[src/rtl/vga_pkg.sv]
// vga_pkg: shared definitions for the VGA scanout block.
//   - pix_mode_e : framebuffer pixel format selected by the 'mode' input
//   - DEF_*      : default 800x600 timing (pixels / lines) and clock divide
//   - bar_colour : colour of each of the eight vertical test bars
//   - rgb565_to_888 : widens a 5/6/5 pixel to 8/8/8 by MSB replication
package vga_pkg;

  typedef enum logic [1:0] {
    MODE_RGB888 = 2'b00,
    MODE_RGB565 = 2'b01,
    MODE_GRAY8  = 2'b10,
    MODE_BARS   = 2'b11
  } pix_mode_e;

  localparam int DEF_H_ACTIVE = 800;
  localparam int DEF_H_FP     = 40;
  localparam int DEF_H_SYNC   = 128;
  localparam int DEF_H_BP     = 88;
  localparam int DEF_V_ACTIVE = 600;
  localparam int DEF_V_FP     = 1;
  localparam int DEF_V_SYNC   = 4;
  localparam int DEF_V_BP     = 23;
  localparam int DEF_CLK_DIV  = 2;

  localparam int NUM_BARS = 8;

  // Left to right: white, yellow, cyan, green, magenta, red, blue, black.
  function automatic logic [23:0] bar_colour(input logic [2:0] idx);
    logic [23:0] rgb;
    rgb = 24'h000000;
    case (idx)
      3'd0: rgb = 24'hFFFFFF;
      3'd1: rgb = 24'hFFFF00;
      3'd2: rgb = 24'h00FFFF;
      3'd3: rgb = 24'h00FF00;
      3'd4: rgb = 24'hFF00FF;
      3'd5: rgb = 24'hFF0000;
      3'd6: rgb = 24'h0000FF;
      default: rgb = 24'h000000;
    endcase
    return rgb;
  endfunction

  function automatic logic [23:0] rgb565_to_888(input logic [15:0] p);
    return {p[15:11], p[15:13], p[10:5], p[10:9], p[4:0], p[4:2]};
  endfunction

endpackage

[src/rtl/vga_timing.sv]
// vga_timing: horizontal/vertical raster counters and their decode.
// Ports:
//   clk, rst    - clock and asynchronous active-high reset
//   step        - one-cycle pixel step; counters advance only on it
//   active      - current pixel lies in the visible area
//   hs_on/vs_on - current pixel lies in the sync interval (active-high, raw)
//   line_end    - current pixel is the last of its line
//   frame_wrap  - current pixel is (0,0), the first of a frame
module vga_timing
  import vga_pkg::*;
#(
  parameter int H_ACTIVE = DEF_H_ACTIVE,
  parameter int H_FP     = DEF_H_FP,
  parameter int H_SYNC   = DEF_H_SYNC,
  parameter int H_BP     = DEF_H_BP,
  parameter int V_ACTIVE = DEF_V_ACTIVE,
  parameter int V_FP     = DEF_V_FP,
  parameter int V_SYNC   = DEF_V_SYNC,
  parameter int V_BP     = DEF_V_BP,
  parameter int H_W      = $clog2(H_ACTIVE + H_FP + H_SYNC + H_BP),
  parameter int V_W      = $clog2(V_ACTIVE + V_FP + V_SYNC + V_BP)
) (
  input  logic clk,
  input  logic rst,
  input  logic step,
  output logic active,
  output logic hs_on,
  output logic vs_on,
  output logic line_end,
  output logic frame_wrap
);

  localparam int H_TOTAL  = H_ACTIVE + H_FP + H_SYNC + H_BP;
  localparam int V_TOTAL  = V_ACTIVE + V_FP + V_SYNC + V_BP;
  localparam int HS_START = H_ACTIVE + H_FP;
  localparam int HS_END   = HS_START + H_SYNC;
  localparam int VS_START = V_ACTIVE + V_FP;
  localparam int VS_END   = VS_START + V_SYNC;

  logic [H_W-1:0] h_cnt;
  logic [V_W-1:0] v_cnt;

  assign line_end = (h_cnt == H_W'(H_TOTAL - 1));

  always_ff @(posedge clk or posedge rst) begin
    if (rst) begin
      h_cnt <= '0;
      v_cnt <= '0;
    end else if (step) begin
      if (line_end) begin
        h_cnt <= '0;
        v_cnt <= (v_cnt == V_W'(V_TOTAL - 1)) ? '0 : v_cnt + V_W'(1);
      end else begin
        h_cnt <= h_cnt + H_W'(1);
      end
    end
  end

  assign active     = (h_cnt < H_W'(H_ACTIVE)) && (v_cnt < V_W'(V_ACTIVE));
  assign hs_on      = (h_cnt >= H_W'(HS_START)) && (h_cnt < H_W'(HS_END));
  assign vs_on      = (v_cnt >= V_W'(VS_START)) && (v_cnt < V_W'(VS_END));
  assign frame_wrap = (h_cnt == '0) && (v_cnt == '0);

endmodule

[src/rtl/vga_scanout.sv]
// vga_scanout: reads a framebuffer in raster order and drives a VGA DAC.
// Ports:
//   CLOCK_50, RESET        - sole clock; asynchronous active-high reset
//   mode[1:0]              - pixel format, sampled at the start of each frame
//   fb_addr, fb_rd_en      - framebuffer read request (one-cycle strobe)
//   fb_rdata[23:0]         - read data, one cycle after the strobe
//   frame_start            - one-cycle pulse on the step of pixel (0,0)
//   VGA_R/G/B, VGA_HS/VS   - colour and syncs, registered on the pixel step
//   VGA_BLANK_N            - low outside the visible area
//   VGA_SYNC_N             - tied high
//   VGA_CLK                - low on the pixel step, high half a pixel later
//
// Read handshake: there is no back-pressure. When fb_rd_en is high for one
// cycle, fb_addr is valid in that cycle and the memory must present
// fb_rdata in exactly the following cycle; the block captures it there.
//
// Pipeline: on each pixel step the counter state of the current pixel is
// decoded, its read is issued and its sync/blank/mode are parked in p_*;
// on the following step those are formatted into the output registers,
// giving a fixed one-step latency.
module vga_scanout
  import vga_pkg::*;
#(
  parameter int H_ACTIVE = DEF_H_ACTIVE,
  parameter int H_FP     = DEF_H_FP,
  parameter int H_SYNC   = DEF_H_SYNC,
  parameter int H_BP     = DEF_H_BP,
  parameter int V_ACTIVE = DEF_V_ACTIVE,
  parameter int V_FP     = DEF_V_FP,
  parameter int V_SYNC   = DEF_V_SYNC,
  parameter int V_BP     = DEF_V_BP,
  parameter bit HS_POL   = 1'b1,
  parameter bit VS_POL   = 1'b1,
  parameter int CLK_DIV  = DEF_CLK_DIV,
  parameter int ADDR_W   = $clog2(H_ACTIVE * V_ACTIVE)
) (
  input  logic              CLOCK_50,
  input  logic              RESET,
  input  logic [1:0]        mode,
  output logic [ADDR_W-1:0] fb_addr,
  output logic              fb_rd_en,
  input  logic [23:0]       fb_rdata,
  output logic              frame_start,
  output logic [7:0]        VGA_R,
  output logic [7:0]        VGA_G,
  output logic [7:0]        VGA_B,
  output logic              VGA_HS,
  output logic              VGA_VS,
  output logic              VGA_BLANK_N,
  output logic              VGA_SYNC_N,
  output logic              VGA_CLK
);

  localparam int DIV_W  = $clog2(CLK_DIV);
  localparam int BAR_W  = (H_ACTIVE >= NUM_BARS) ? H_ACTIVE / NUM_BARS : 1;
  localparam int BAR_PW = (BAR_W > 1) ? $clog2(BAR_W) : 1;

  logic [DIV_W-1:0]  div_cnt;
  logic              step;
  logic              active, hs_on, vs_on, line_end, frame_wrap;
  pix_mode_e         mode_q, mode_cur;
  logic [ADDR_W-1:0] addr_cnt, addr_base;
  logic [BAR_PW-1:0] bar_pos;
  logic [2:0]        bar_idx;
  logic              rd_pend;
  logic [23:0]       rdata_q, src, fmt;
  logic              p_active, p_hs, p_vs;
  pix_mode_e         p_mode;
  logic [2:0]        p_bar;

  // The step is the cycle in which the divider sits at zero, so the first
  // clock after reset release is already a pixel step.
  assign step = (div_cnt == '0);

  always_ff @(posedge CLOCK_50 or posedge RESET) begin
    if (RESET) begin
      div_cnt <= '0;
      VGA_CLK <= 1'b0;
    end else begin
      div_cnt <= (div_cnt == DIV_W'(CLK_DIV - 1)) ? '0 : div_cnt + DIV_W'(1);
      if (step)
        VGA_CLK <= 1'b0;
      else if (div_cnt == DIV_W'(CLK_DIV / 2))
        VGA_CLK <= 1'b1;
    end
  end

  vga_timing #(
    .H_ACTIVE (H_ACTIVE), .H_FP (H_FP), .H_SYNC (H_SYNC), .H_BP (H_BP),
    .V_ACTIVE (V_ACTIVE), .V_FP (V_FP), .V_SYNC (V_SYNC), .V_BP (V_BP)
  ) u_timing (
    .clk        (CLOCK_50),
    .rst        (RESET),
    .step       (step),
    .active     (active),
    .hs_on      (hs_on),
    .vs_on      (vs_on),
    .line_end   (line_end),
    .frame_wrap (frame_wrap)
  );

  // Pixel (0,0) already belongs to the new frame, so it uses the live mode.
  assign mode_cur  = frame_wrap ? pix_mode_e'(mode) : mode_q;
  assign addr_base = frame_wrap ? '0 : addr_cnt;

  always_ff @(posedge CLOCK_50 or posedge RESET) begin
    if (RESET) begin
      mode_q      <= MODE_RGB888;
      addr_cnt    <= '0;
      fb_addr     <= '0;
      fb_rd_en    <= 1'b0;
      frame_start <= 1'b0;
      bar_pos     <= '0;
      bar_idx     <= '0;
      rd_pend     <= 1'b0;
      rdata_q     <= '0;
      p_active    <= 1'b0;
      p_hs        <= 1'b0;
      p_vs        <= 1'b0;
      p_mode      <= MODE_RGB888;
      p_bar       <= '0;
    end else begin
      fb_rd_en    <= step && active && (mode_cur != MODE_BARS);
      frame_start <= step && frame_wrap;
      rd_pend     <= fb_rd_en;
      if (rd_pend)
        rdata_q <= fb_rdata;
      if (step) begin
        if (frame_wrap)
          mode_q <= pix_mode_e'(mode);
        // Raster address advances once per visible pixel, whatever the mode.
        if (active) begin
          fb_addr  <= addr_base;
          addr_cnt <= addr_base + ADDR_W'(1);
        end
        // Bar index tracks h_cnt incrementally; it saturates at the last bar.
        if (line_end) begin
          bar_pos <= '0;
          bar_idx <= '0;
        end else if (bar_pos == BAR_PW'(BAR_W - 1)) begin
          bar_pos <= '0;
          if (bar_idx != 3'd7)
            bar_idx <= bar_idx + 3'd1;
        end else begin
          bar_pos <= bar_pos + BAR_PW'(1);
        end
        p_active <= active;
        p_hs     <= hs_on;
        p_vs     <= vs_on;
        p_mode   <= mode_cur;
        p_bar    <= bar_idx;
      end
    end
  end

  // With CLK_DIV=2 the read data is still on the bus at the next step, so
  // it is taken directly; for slower steps the captured copy is used.
  always_comb begin
    src = rd_pend ? fb_rdata : rdata_q;
    fmt = '0;
    case (p_mode)
      MODE_RGB888: fmt = src;
      MODE_RGB565: fmt = rgb565_to_888(src[15:0]);
      MODE_GRAY8:  fmt = {3{src[7:0]}};
      default:     fmt = bar_colour(p_bar);
    endcase
  end

  always_ff @(posedge CLOCK_50 or posedge RESET) begin
    if (RESET) begin
      VGA_R       <= '0;
      VGA_G       <= '0;
      VGA_B       <= '0;
      VGA_HS      <= ~HS_POL;
      VGA_VS      <= ~VS_POL;
      VGA_BLANK_N <= 1'b0;
    end else if (step) begin
      VGA_BLANK_N           <= p_active;
      VGA_HS                <= p_hs ? HS_POL : ~HS_POL;
      VGA_VS                <= p_vs ? VS_POL : ~VS_POL;
      {VGA_R, VGA_G, VGA_B} <= p_active ? fmt : 24'h000000;
    end
  end

  assign VGA_SYNC_N = 1'b1;

endmodule

[config.mk]
export PLATFORM = sky130hd
export DESIGN_NAME = vga_scanout
export DESIGN_NICKNAME = d
export VERILOG_FILES = /design/src/rtl/vga_pkg.sv /design/src/rtl/vga_timing.sv /design/src/rtl/vga_scanout.sv
export SDC_FILE = /design/constraint.sdc
export NUM_CORES = 1
export LEC_CHECK = 0
export CAP_MARGIN = 20
export CORE_UTILIZATION = 40
export CTS_BUF_LIST = sky130_fd_sc_hd__clkbuf_4 sky130_fd_sc_hd__clkbuf_8
export CTS_CLUSTER_DIAMETER = 120
export DETAILED_ROUTE_END_ITERATION = 10
export GPL_TIMING_DRIVEN = 0
export PLACE_DENSITY = 0.6
export SLEW_MARGIN = 20
export SYNTH_ARGS = -nofsm -noshare
export SYNTH_HDL_FRONTEND = slang
export SYNTH_SLANG_ARGS = --single-unit
export TNS_END_PERCENT = 1
[constraint.sdc]
create_clock -name CLOCK_50 -period 5.7 [get_ports CLOCK_50]
set_input_delay 1.425 -clock CLOCK_50 [delete_from_list [all_inputs] [get_ports CLOCK_50]]
set_output_delay 1.425 -clock CLOCK_50 [all_outputs]
set_load 0.01 [all_outputs]
# After elaboration in Yosys (flattened, before gate mapping)
# Cells that the tools add are included.
# totals
register_bits	133
in_bits	28
elab_cells	82
# op_classes
n_addsub	6
n_lt_le_gt_ge	6
n_eq_ne	13
n_mux	17
bitwise	1
n_reduce_logical	16
# ops
operator	n
$pmux W24 S7	1
$pmux W24 S3	1
$mux W24	2
$lt A11 B10 Y1 const B	2
$lt A10 B10 Y1 const B	2
$add A19 B1 Y19 const B	1
$mux W19	1
$mux W7	2
$add A11 B1 Y11 const B	1
$eq A11 B11 Y1 const B	1
$ge A11 B10 Y1 const B	1
$logic_not A11 Y1	1
$mux W11	1
$add A10 B1 Y10 const B	1
$eq A10 B10 Y1 const B	1
$ge A10 B10 Y1 const B	1
$logic_not A10 Y1	1
$mux W10	1
$eq A3 B3 Y1 const B	3
$mux W3	3
$add A7 B1 Y7 const B	1
$eq A7 B7 Y1 const B	1
$logic_and A1 B1 Y1	7
$eq A3 B2 Y1 const B	2
other kinds (15)	20

# Longest topological paths before layout
# logic_depth
depth_word	5
mapped_depth	15
mapped_depth_nobuf	12

# Cells and area by module
# Synthesis repeated with hierarchy kept, for this count alone.
# hier_totals
hier_cells	608
hier_area_um2	6473.7
# by_module_without_submodules
module	instances	cells_each	area_each_um2	seq_area_each_um2
vga_scanout	1	475	5223.8	2802.7
vga_timing	1	133	1249.9	525.5

# Worst setup path before layout
# Ideal clock, no wire load.
# synth_timing
path_kind	register to register
start	reg u_timing.v_cnt[0]
end	reg addr_cnt[12]
setup_time_ns	0.128
t_arrival_ns	2.902
t_required_ns	5.572
slack_ns	2.670
path_stages_with_launch	16
path_cell_list	dfrtp_1 > inv_1 > ha_1 > nor4b_1 > and3_1 > clkbuf_1 > nand2_1 > clkbuf_1 > buf_2 > and2_1 > ha_1 > nand4_1 > or2_2 > a2111oi_4 > nand3_1 > xor2_1
# synth_between
elab_chain_cells	4
word_cells_on_any_way	7
classes_between	1 x add/sub; 1 x order compare; 1 x mux; 4 x reduce/logical
# synth_lines
item	line_no	text
from (decl)	vga_timing.sv:41	logic [V_W-1:0] v_cnt;
from (signal assigned)	vga_timing.sv:52	v_cnt <= (v_cnt == V_W'(V_TOTAL - 1)) ? '0 : v_cnt + V_W'(1);
$logic_not A10 Y1	vga_timing.sv:62	assign frame_wrap = (h_cnt == '0) && (v_cnt == '0);
$logic_and A1 B1 Y1	vga_timing.sv:62	
$mux W19	vga_scanout.sv:104	assign addr_base = frame_wrap ? '0 : addr_cnt;
net addr_base[0]	vga_scanout.sv:62	logic [ADDR_W-1:0] addr_cnt, addr_base;
$add A19 B1 Y19	vga_scanout.sv:134	addr_cnt <= addr_base + ADDR_W'(1);
to (signal assigned)	vga_scanout.sv:134	
to (decl)	vga_scanout.sv:62	
# The timed path passes the listed nets, and every way through them passes these cells.
# A chain may end at the register's enable or synchronous reset.

# Worst setup path after layout
# layout_timing
start	reg u_timing.v_cnt[0]
end	reg addr_cnt[18]
# Same word-level chain as after synthesis.

==> results.cfg <==
[status]
status = complete, no violations

[worst_setup_path]
slowest_stage = dfrtp_1
r2r_slack_ns = 1.97
cp-end-kind = register
crit_chain = inv_1 > ha_1 > nor4b_1 > and3_1 > clkbuf_1 > nand2_1 > clkbuf_1 > buf_2 > and2_1 > ha_1 > nand4_1 > or2_2 > a2111oi_4 > nand3_1 > xor2_1
crit_start = u_timing.v_cnt[0]
cp.arrival_ns = 4.05
reg2reg_depth = 15
cp-endpoint = addr_cnt[18]
slowest_delay_ns = 0.41
rr_startpoint = u_timing.v_cnt[0]
crit_buf_inv = 4
path_max_fanout = 10
critPathRequiredTime_ns = 6.02
crit_type = reg2reg
critPathLaunchType = register
cp.depth = 15
reg2reg_to = addr_cnt[18]
crit_family = simple AND/OR/NAND/NOR gates

[clock_tree]
cts-root-buf = clkbuf_8
clk_latency_ns = 0.45
cts.sinks = 133
cts_tree = done
cts.htree.levels = 4
path_clk_slew_ns = 0.08
clk_path_buf_depth = 2
ctsHoldBuffers = 0
post_cts_buffers = 0
cts_resized = 0
cts_made_buffers = 17

[cells_and_area]
layout-drive-gt1-share = 0.145
syn_to_final_growth_pct = 23.4
multi_input_area_sq_um = 2700
layout.nets = 716
n_antenna_cell = 0
fin_cells = 879
fin_util = 0.505
design_area_sq_um = 7650
fill_cells = 1360
seq_area_sq_um = 3330

[hold_path]
worstHoldPathType = reg2reg
hold_depth = 0

[drt]
routed_wl_mm = 14.5
antenna_left = 0
drtIter0Drc = 302
routedWlPerCell_microns = 16.5
dr.pass1.iters = 4
viasPerCell = 5.34
vias = 4698
route.detailed.drc = 0

[placement]
dp_hpwl_mm = 10.3
place_congestion = 0.837
pre_cts_slack_ns = 2.02
placed_area_sq_um = 7240
portBuffers = 76
dp_cells = 847

[synth]
synth.avg_cell_area_sq_um = 10.7
syn_area_sq_um = 6200
synth_edf_count = 0
syn_inst = 582
yosysWarnings = 0
synth_seq_cells = 133
async_flop_share = 1.00
netlist.area_leader.share = 0.536
synth_area_leaders = dfrtp_1, mux2_2, o21ai_0
synth_top_flop_cell = dfrtp_1
synth_cell_type_count = 60
yosysSeqAreaShare = 0.536
syn_nets = 620
yosys.area.top_type = dfrtp_1

[floorplanning]
initial_utilization = 0.410
dieArea_sq_um = 16000
fp-row-count = 45
die_x_microns = 127
core_region_area_sq_um = 15100
chipHeight_microns = 127
ios = 78

[power]
ir_drop_v = 0.000146
pwr_density_cell_nw_per_um2 = 257
leakagePower_nw = 3.25

[global_routing]
grt_overflow_total = 0
track_usage = 0.195
grt_pass1_wl_mm = 24.2
antenna_found_initial = 0
grt_max_degree = 94
use_met3 = 0.0358
met1_usage = 0.271
grt_busiest_layer = met2
grt_pass1_vias = 4673
grtUsageMet2 = 0.298

[sta]
clock_skew_ns = 0.0101
setup_ws_ns = 1.97
worst_pin_slew_ns = 0.693
grt_setup_unrepaired = false
relSlewSlack = 0.534
hold_viol = 0
slew_violations = 0
timing.hold.ws_ns = 0.422
finalCriticalPeriod_ns = 3.73
period_share = 0.654
setup_viol = 0
max_freq_mhz = 268

[run]
max-cap-violations = 0
## worst reg2reg max path, cell delays in order (launching register included)
cell       delay (ns)
dfrtp_1          0.41
inv_1            0.11
ha_1             0.22
nor4b_1          0.14
and3_1           0.18
clkbuf_1         0.20
nand2_1          0.15
clkbuf_1         0.33
buf_2            0.29
and2_1           0.16
ha_1             0.20
nand4_1          0.14
or2_2            0.34
a2111oi_4        0.40
nand3_1          0.16
xor2_1           0.17
## power breakdown
| group | internal, mW | switching [mW] |
|---|---|---|
| logic | 0.0765 | 0.0711 |
| registers | 0.975 | 0.0162 |
| clock network | 0.472 | 0.358 |
| total | 1.52 | 0.446 |
## registers in the layout (all words and copies together) (netlist names), 2 cells and up
| signal | flops |
|---|---|
| VGA_B | 8 |
| VGA_R | 8 |
| addr_cnt | 19 |
| u_timing.v_cnt | 10 |
| VGA_G | 8 |
| p_bar | 3 |
| p_mode | 2 |
| bar_idx | 3 |
| fb_addr | 19 |
| u_timing.h_cnt | 11 |
| rdata_q | 24 |
| bar_pos | 7 |
## worst min-delay path by stage
stage / from / to
floorplan: div_cnt / VGA_CLK
detailed placement: div_cnt / VGA_CLK
finish: div_cnt / VGA_CLK
CTS: div_cnt / VGA_CLK
global placement: div_cnt / VGA_CLK
global route: fb_rd_en / rd_pend
## cells in the final DEF, fill, tap and decap left out, types with 7 or more instances in the layout
| master | instances |
|---|---|
| inv_1 | 7 |
| dfrtp_1 | 133 |
| mux2_2 | 34 |
| a22o_1 | 25 |
| ha_1 | 10 |
| clkbuf_8 | 20 |
| a31oi_1 | 14 |
| xnor2_1 | 10 |
| xor2_1 | 13 |
| and3_1 | 8 |
| buf_2 | 12 |
| nor2_1 | 33 |
| a21oi_1 | 12 |
| clkdlybuf4s50_1 | 76 |
| nand3_1 | 19 |
| nor2b_1 | 7 |
| nand2b_1 | 9 |
| clkbuf_1 | 17 |
| nand2_1 | 69 |
| nand4_1 | 9 |
| o21ai_0 | 59 |
| nor3_1 | 7 |
| or2_2 | 9 |
## per-layer routing
layer	vias to the layer above	share of wire
met5	-	0
met4	0	0.021
met3	24	0.034
met2	92	0.46
met1	2318	0.48
li1	2264	-
## kinds of logic after synthesis
group,synth area share
adder cells (fa/ha/maj),0.0202
AO/OA/AOI/OAI,0.150
flip-flops,0.536
buffers and inverters,0.0290
XOR/XNOR,0.0325
other,0.000604
multiplexers,0.0633
AND/OR/NAND/NOR,0.168
## per-stage QoR
step	TNS (ns)	total power [mW]
after floorplan	0	1.08
after global placement	-143.73	1.15
after detailed placement	0	1.16
after CTS	0	1.99
after global routing	0	2.04
final	0	1.97
## cells in the mapped netlist (6+ instances only)
library cell and n:
nor2b_1 7, nand2_1 69, nand2b_1 9, a22o_1 25, nor2_1 33, nand4_1 9
nor3_1 7, inv_1 8, clkbuf_1 17, mux2_2 34, and3_1 8, o21ai_0 59
nand3_1 19, a31oi_1 14, a21oi_1 12, xor2_1 13, a21o_1 6, or2_2 9
buf_2 12, xnor2_1 10, dfrtp_1 133, and2_1 6, ha_1 10
## layout make-up
cell class	count	area share
Multi-Input combinational cell	408	0.352
Clock buffer	22	0.0379
Sequential cell	133	0.435
Inverter	9	0.00539
Tap cell	188	0.0307
Clock inverter	10	0.0167
Buffer	32	0.0191
Timing Repair Buffer	77	0.103
Power figures use the tool's default switching activity.
